## src/rtl/shift_add_mul_pkg.sv

```systemverilog
// shift_add_mul_pkg: shared state encoding and counter sizing for the shift-and-add multiplier
package shift_add_mul_pkg;
  typedef enum logic [1:0] {IDLE, RUN, DONE} state_t;
  function automatic int cnt_w(input int n);
    return (n < 3) ? 1 : $clog2(n);
  endfunction
endpackage

```

## src/rtl/shift_add_mul_adder.sv

```systemverilog
// adder: N-bit ripple adder with carry in/out, the one shared datapath element of the multiplier
module adder #(
  parameter int N = 4
) (
  input  logic [N-1:0] A,
  input  logic [N-1:0] B,
  input  logic         Cin,
  output logic [N-1:0] Sum,
  output logic         Cout
);
  assign {Cout, Sum} = {1'b0, A} + {1'b0, B} + {{N{1'b0}}, Cin};
endmodule

```

## src/rtl/shift_add_mul.sv

```systemverilog
// shift_add_mul: sequential N-bit unsigned multiplier, one shift-and-add step per cycle
// Optional SHIFT_ADD_MUL_EARLY_EXIT_EN skips the iterations when either operand is zero.
module shift_add_mul
  import shift_add_mul_pkg::*;
#(
  parameter int N = 4
) (
  input  logic           clock,
  input  logic           reset,
  input  logic           start,
  input  logic [N-1:0]   A,
  input  logic [N-1:0]   B,
  output logic           busy,
  output logic           done,
  output logic [2*N-1:0] Y
);
  localparam int CW = cnt_w(N);
  state_t r_state, w_next;
  logic [N-1:0] r_acc, r_q, r_m, w_b, w_sum;
  logic [CW-1:0] r_cnt;
  logic [2*N-1:0] r_y;
  logic r_busy, r_done, w_cout, w_accept, w_zero;
  assign w_b = r_q[0] ? r_m : '0;
  adder #(.N(N)) u_adder (
    .A(r_acc),
    .B(w_b),
    .Cin(1'b0),
    .Sum(w_sum),
    .Cout(w_cout)
  );
  always_comb begin
    w_accept = start && (r_state != RUN);
`ifdef SHIFT_ADD_MUL_EARLY_EXIT_EN
    w_zero = (A == '0) || (B == '0);
`else
    w_zero = 1'b0;
`endif
    w_next = w_accept ? (w_zero ? DONE : RUN)
           : (r_state == RUN) ? ((r_cnt == '0) ? DONE : RUN)
           : IDLE;
  end
  always_ff @(posedge clock or posedge reset) begin
    if (reset) begin
      r_state <= IDLE;
      r_acc   <= '0;
      r_q     <= '0;
      r_m     <= '0;
      r_cnt   <= '0;
      r_y     <= '0;
      r_busy  <= 1'b0;
      r_done  <= 1'b0;
    end else begin
      r_state <= w_next;
      r_busy  <= (w_next == RUN);
      r_done  <= (w_next == DONE);
      if (w_accept) begin
        r_m   <= A;
        r_acc <= '0;
        r_q   <= B;
        r_cnt <= CW'(N - 1);
        if (w_zero) r_y <= '0;
      end else if (r_state == RUN) begin
        // the (N+1)-bit sum shifts right one place across {acc, q}
        r_acc <= {w_cout, w_sum[N-1:1]};
        r_q   <= {w_sum[0], r_q[N-1:1]};
        r_cnt <= r_cnt - CW'(1);
        if (r_cnt == '0) r_y <= {w_cout, w_sum, r_q[N-1:1]};
      end
    end
  end
  assign busy = r_busy;
  assign done = r_done;
  assign Y    = r_y;
endmodule

```

## config.mk

```make
export PLATFORM = sky130hd
export DESIGN_NAME = shift_add_mul
export DESIGN_NICKNAME = d
export VERILOG_FILES = /design/src/rtl/shift_add_mul_pkg.sv /design/src/rtl/shift_add_mul_adder.sv /design/src/rtl/shift_add_mul.sv
export SDC_FILE = /design/constraint.sdc
export NUM_CORES = 1
export LEC_CHECK = 0
export CAP_MARGIN = 20
export CORE_MARGIN = 2
export CORE_UTILIZATION = 46
export DETAILED_ROUTE_END_ITERATION = 16
export HOLD_SLACK_MARGIN = 0.1
export PLACE_DENSITY = 0.78
export SYNTH_ARGS = -nofsm -noshare
export SYNTH_HDL_FRONTEND = slang
export SYNTH_SLANG_ARGS = --single-unit
```

## constraint.sdc

```tcl
create_clock -name clock -period 4.3 [get_ports clock]
set_input_delay 0.86 -clock clock [delete_from_list [all_inputs] [get_ports clock]]
set_output_delay 0.86 -clock clock [all_outputs]
set_load 0.02 [all_outputs]
```

# Word level (Yosys, flattened, before mapping)
# Index checks and enable logic that the tools add are counted.
[totals] regBits=26 latch_bits=0 ram_bits=0 mem_bits_ro=0 input_bits=11 output_inout_bits=10 word_cells=29 n_memories=0
[op_classes] add_sub_neg=2 n_mul=0 n_div=0 magnitude_cmp=0 eq_ne=4 n_shift=0 muxes=10 bitwise=1 n_reduce_logical=4
[ops] operator="4-bit two-way mux" count=5
[ops] operator="2-bit two-way mux" count=5
[ops] operator="4-bit by 4-bit adder with 5-bit output" count=1
[ops] operator="2-bit by 1-bit == test with 1-bit output (second input constant)" count=2
[ops] operator="3-bit AND reduction" count=1
[ops] operator="2-bit == test (second input constant)" count=1
[ops] operator="2-bit logical NOT" count=1
[ops] operator="2-bit by 1-bit != test with 1-bit output (second input constant)" count=1
[ops] operator="2-bit nonzero test" count=1
[ops] operator="2-bit by 1-bit subtractor with 2-bit output (second input constant)" count=1
[ops] operator="1-bit logical AND" count=1
[ops] operator="1-bit NOT" count=1

# Longest topological paths before layout
[logic_depth] ltp_word=5 depth_mapped=8 ltp_nobuf=8

# Hierarchy
# From an unflattened synthesis, not the netlist that was laid out.
[unflattened] cells_unflattened=100 area_unflattened_um2=1216.2
[by_module_without_submodules] module="shift_add_mul" instances=1 cells_each=84 area_per_inst_um2=1072.3 seq_area_each_um2=625.6
[by_module_without_submodules] module="adder" instances=1 cells_each=16 area_per_inst_um2=143.9 seq_area_each_um2=0.0

# Worst setup path before layout
# OpenSTA, ideal clock, no wires.
[synth_timing] path_type="register to register" start="register r_q[0]" end="register r_y[7] (netlist: Y[7])" setup_time_ps=83 arrival_time_ps=1397 required_ps=4217 path_slack_ps=2821 path_stages_with_launch=9 n_path_buf=0 synth_period_minus_slack_ps=1479 path_cell_list="dfrtp_1 and2_1 ha_1 inv_1 fa_1 inv_1 a21o_1 a21oi_1 o21ai_0"
[synth_between] elab_chain_len=2
[synth_lines] item="from (decl)" line_no="shift_add_mul.sv:19" source="logic [N-1:0] r_acc, r_q, r_m, w_b, w_sum;"
[synth_lines] item="from (signal assigned)" line_no="shift_add_mul.sv:65" source="r_q <= {w_sum[0], r_q[N-1:1]};"
[synth_lines] item="4-bit two-way mux" line_no="shift_add_mul.sv:23" source="assign w_b = r_q[0] ? r_m : '0;"
[synth_lines] item="4-bit by 4-bit adder with 5-bit output" line_no="shift_add_mul_adder.sv:11" source="assign {Cout, Sum} = {1'b0, A} + {1'b0, B} + {{N{1'b0}}, Cin};"
[synth_lines] item="to (signal assigned)" line_no="shift_add_mul.sv:67" source="if (r_cnt == '0) r_y <= {w_cout, w_sum, r_q[N-1:1]};"
[synth_lines] item="to (decl)" line_no="shift_add_mul.sv:21" source="logic [2*N-1:0] r_y;"
# No other way between the ends.
# A chain may end at the register's enable or synchronous reset.

# Final worst setup path
[layout_timing] start="register r_y[5] (netlist: Y[5])" end="output Y[5]"
[layout_lines] item="to (decl)" line_no="shift_add_mul.sv:15" source="output logic [2*N-1:0] Y"
# No word-level cell between the ends.

==> impl_results.md <==
* Post-CTS Hold Fix Bufs at 0
* Asr flop ratio synth at 1.000
* Worst Skew at 0.01433 ns
* Unrepaired setup endpoints after global routing: no
* GR Overflow Total at 0
* CP bufs+invs at 1
* Pin slew with the least headroom to its limit at 0.9552 ns
* Hold EP: r_cnt[0]
* Drt total wl at 2.067 mm
* Setup_tns at 0 ns
* Setup Fix Bufs, Post-CTS at 0
* Final Util at 0.5889
* Outcome: finished clean
* Initial core utilization at 0.4848
* Mapped Cells at 102
* Tcrit/Tclk final at 0.5054
* Post-CTS sizing at 0
* CORE AREA at 2477 um2
* Largest net degree at the start of global routing at 27
* Clk_lat worst skew at 0.33 ns
* NumNets Final at 140
* Hold path cells at 1
* Root Buffer: clkbuf_4
* Power Dens Cells at 689.8 nW/um2
* Top_reg_cell synth: dfrtp_1
* Reg-to-Reg End: Y[7]
* Top-area cell type share of the netlist area at 0.5417
* CTS tree: done
* Post-synth net total at 119
* CP arrival at 1.31 ns
* Antenna violations before repair at 0
* Cells on worst reg2reg path at 8
* Post-synthesis register bit count at 26
* Post-route cell area at 1459 um2
* LEAKAGE at 0.7244 nW
* Die area at 3036 um2
* FP Rows at 18
* Post-Place Cell Area at 1406 um2
* Via density at 4.934
* Syn_area_per_cell at 11.78 um2
* Global-route wire length before repair at 3.588 mm
* Worst R2R Start: r_q[0]
* Synth area leader: dfrtp_1
* Setup slack after layout at 2.127 ns
* Via count of the first global-routing pass at 765
* Worst-path fanout max at 2
* CTS max path bufs at 2
* Worst Min Path Start: r_cnt[0]
* Crit-path cells: clkdlybuf4s50_1
* CP startpoint kind: register
* Initial DRT Pass Iterations at 3
* Ant. Diodes at 0
* Count leader, synth: dfrtp_1
* Max IR drop VDD at 0.3468 mV
* DP Wirelength at 1.532 mm
* Delay-heaviest family, CP: buffers and inverters
* Mapped Area at 1201 um2
* Yosys warning total at 0
* TritonCTS Buffers at 3
* Synth cell types at 24
* Crit end category: output pin
* Placement Setup Slack at 2.039 ns
* Chip height at 55.10 um
* Number of I/O pins at 21
* # setup viols final at 0
* Post-synth EDFFs at 0
* Die width at 55.10 um
* Total track usage at 0.1750
* Final Max Slew Viols at 0
* Endpoints failing hold at 0
* Slew headroom at 0.3625
* Post-route ant nets at 0
* Req. time, crit path at 3.44 ns
* Tot Pwr at 1.006 mW
* Crit-path slowest cell: clkdlybuf4s50_1
* Critical path type: register to output pin
* Post-synthesis sequential area ratio at 0.5417
* Clock sink count at 26
* Slowest stage delay, CP at 0.60 ns
* Via count at 750
* DR WL/cell at 13.60 um
* Largest cells by area after synthesis: dfrtp_1, mux2_4, o21ai_0
* Layout cells sized above 1 at 0.1311
* DR iter-0 viols at 9
* Placer's final routability congestion estimate at 0.7839
* Reg clk slew, reported paths at 0.15 ns
* Post-route DRC at 0
* Setup slack, reg-to-reg at 2.58 ns
* # Max-Cap Violations at 0
* Post-synth top cells: dfrtp_1, o21ai_0, nand2_1
* Worst Hold Class: register to register
* # port buffers at 20
* H-tree levels at 1
* Max Freq at 0.4601 GHz
* Minimum clock period at 2.173 ns
* Area grow syn2layout at 21.46%
## worst max-delay path by stage
stage	startpoint	endpoint	slack, ns	cells after the start
final	Y[5]	Y[5]	2.13	1
after global routing	Y[0]	Y[0]	2.07	1
after CTS	Y[5]	Y[5]	2.11	1
after detailed placement	start	r_m[2]	2.04	3
after global placement	start	r_m[0]	2.06	3
after floorplan	r_q[0]	Y[7]	2.82	8
## routing by layer
metal,vias to the layer above,GRT usage,share of wire
li1,381,-,-
met1,349,0.2280,0.47
met2,15,0.2837,0.48
met3,5,0.01613,0.021
met4,0,0.1016,0.027
met5,-,0,0
## cells in the final DEF (no fill, tap or decap), drive strengths merged, types with 4 or more instances in the layout
master	netlist	layout
clkdlybuf4s50	0	20
dfrtp	26	26
ha	5	5
inv	9	9
mux2	8	8
mux2i	4	4
nand2	11	11
o21ai	14	14
## cell type report
type,instances,area (um2)
Multi-Input combinational cell,63,484.2
Clock buffer,3,22.52
Clock inverter,1,30.03
Inverter,9,33.78
Sequential cell,26,650.6
Timing Repair Buffer,20,200.2
Fill cell,212,1018
Tap cell,30,37.54
## flip-flops by register name (all words and copies together), names as in the netlist
name,count
Y,8
r_acc,4
r_m,4
r_q,4
r_cnt,2
r_state,2
busy,1
done,1
## where the power goes
part / internal [mW] / total [mW] / switching [mW]
clock: 0.0943 / 0.170 / 0.0759
sequential: 0.346 / 0.402 / 0.0558
combinational: 0.209 / 0.435 / 0.226
## cell families (layout without fill, tap and decap cells)
family	count (synthesis)	count (layout)	share of synthesized area
buffers and inverters	13	33	0.05521
muxes	12	12	0.1240
adders and majority gates	6	6	0.06875
xor gates and xnor gates	2	2	0.01459
AOI/OAI and AO/OA	19	19	0.08333
and+or+nand+nor	24	24	0.1125
DFF	26	26	0.5417
## through the flow
stage,hold WS [ns],cells
after floorplan,0.4445,102
after global placement,0.4611,148
after detailed placement,0.4676,148
after CTS,0.4868,152
after global routing,0.5171,152
final,0.4863,152
Power figures use the tool's default switching activity.
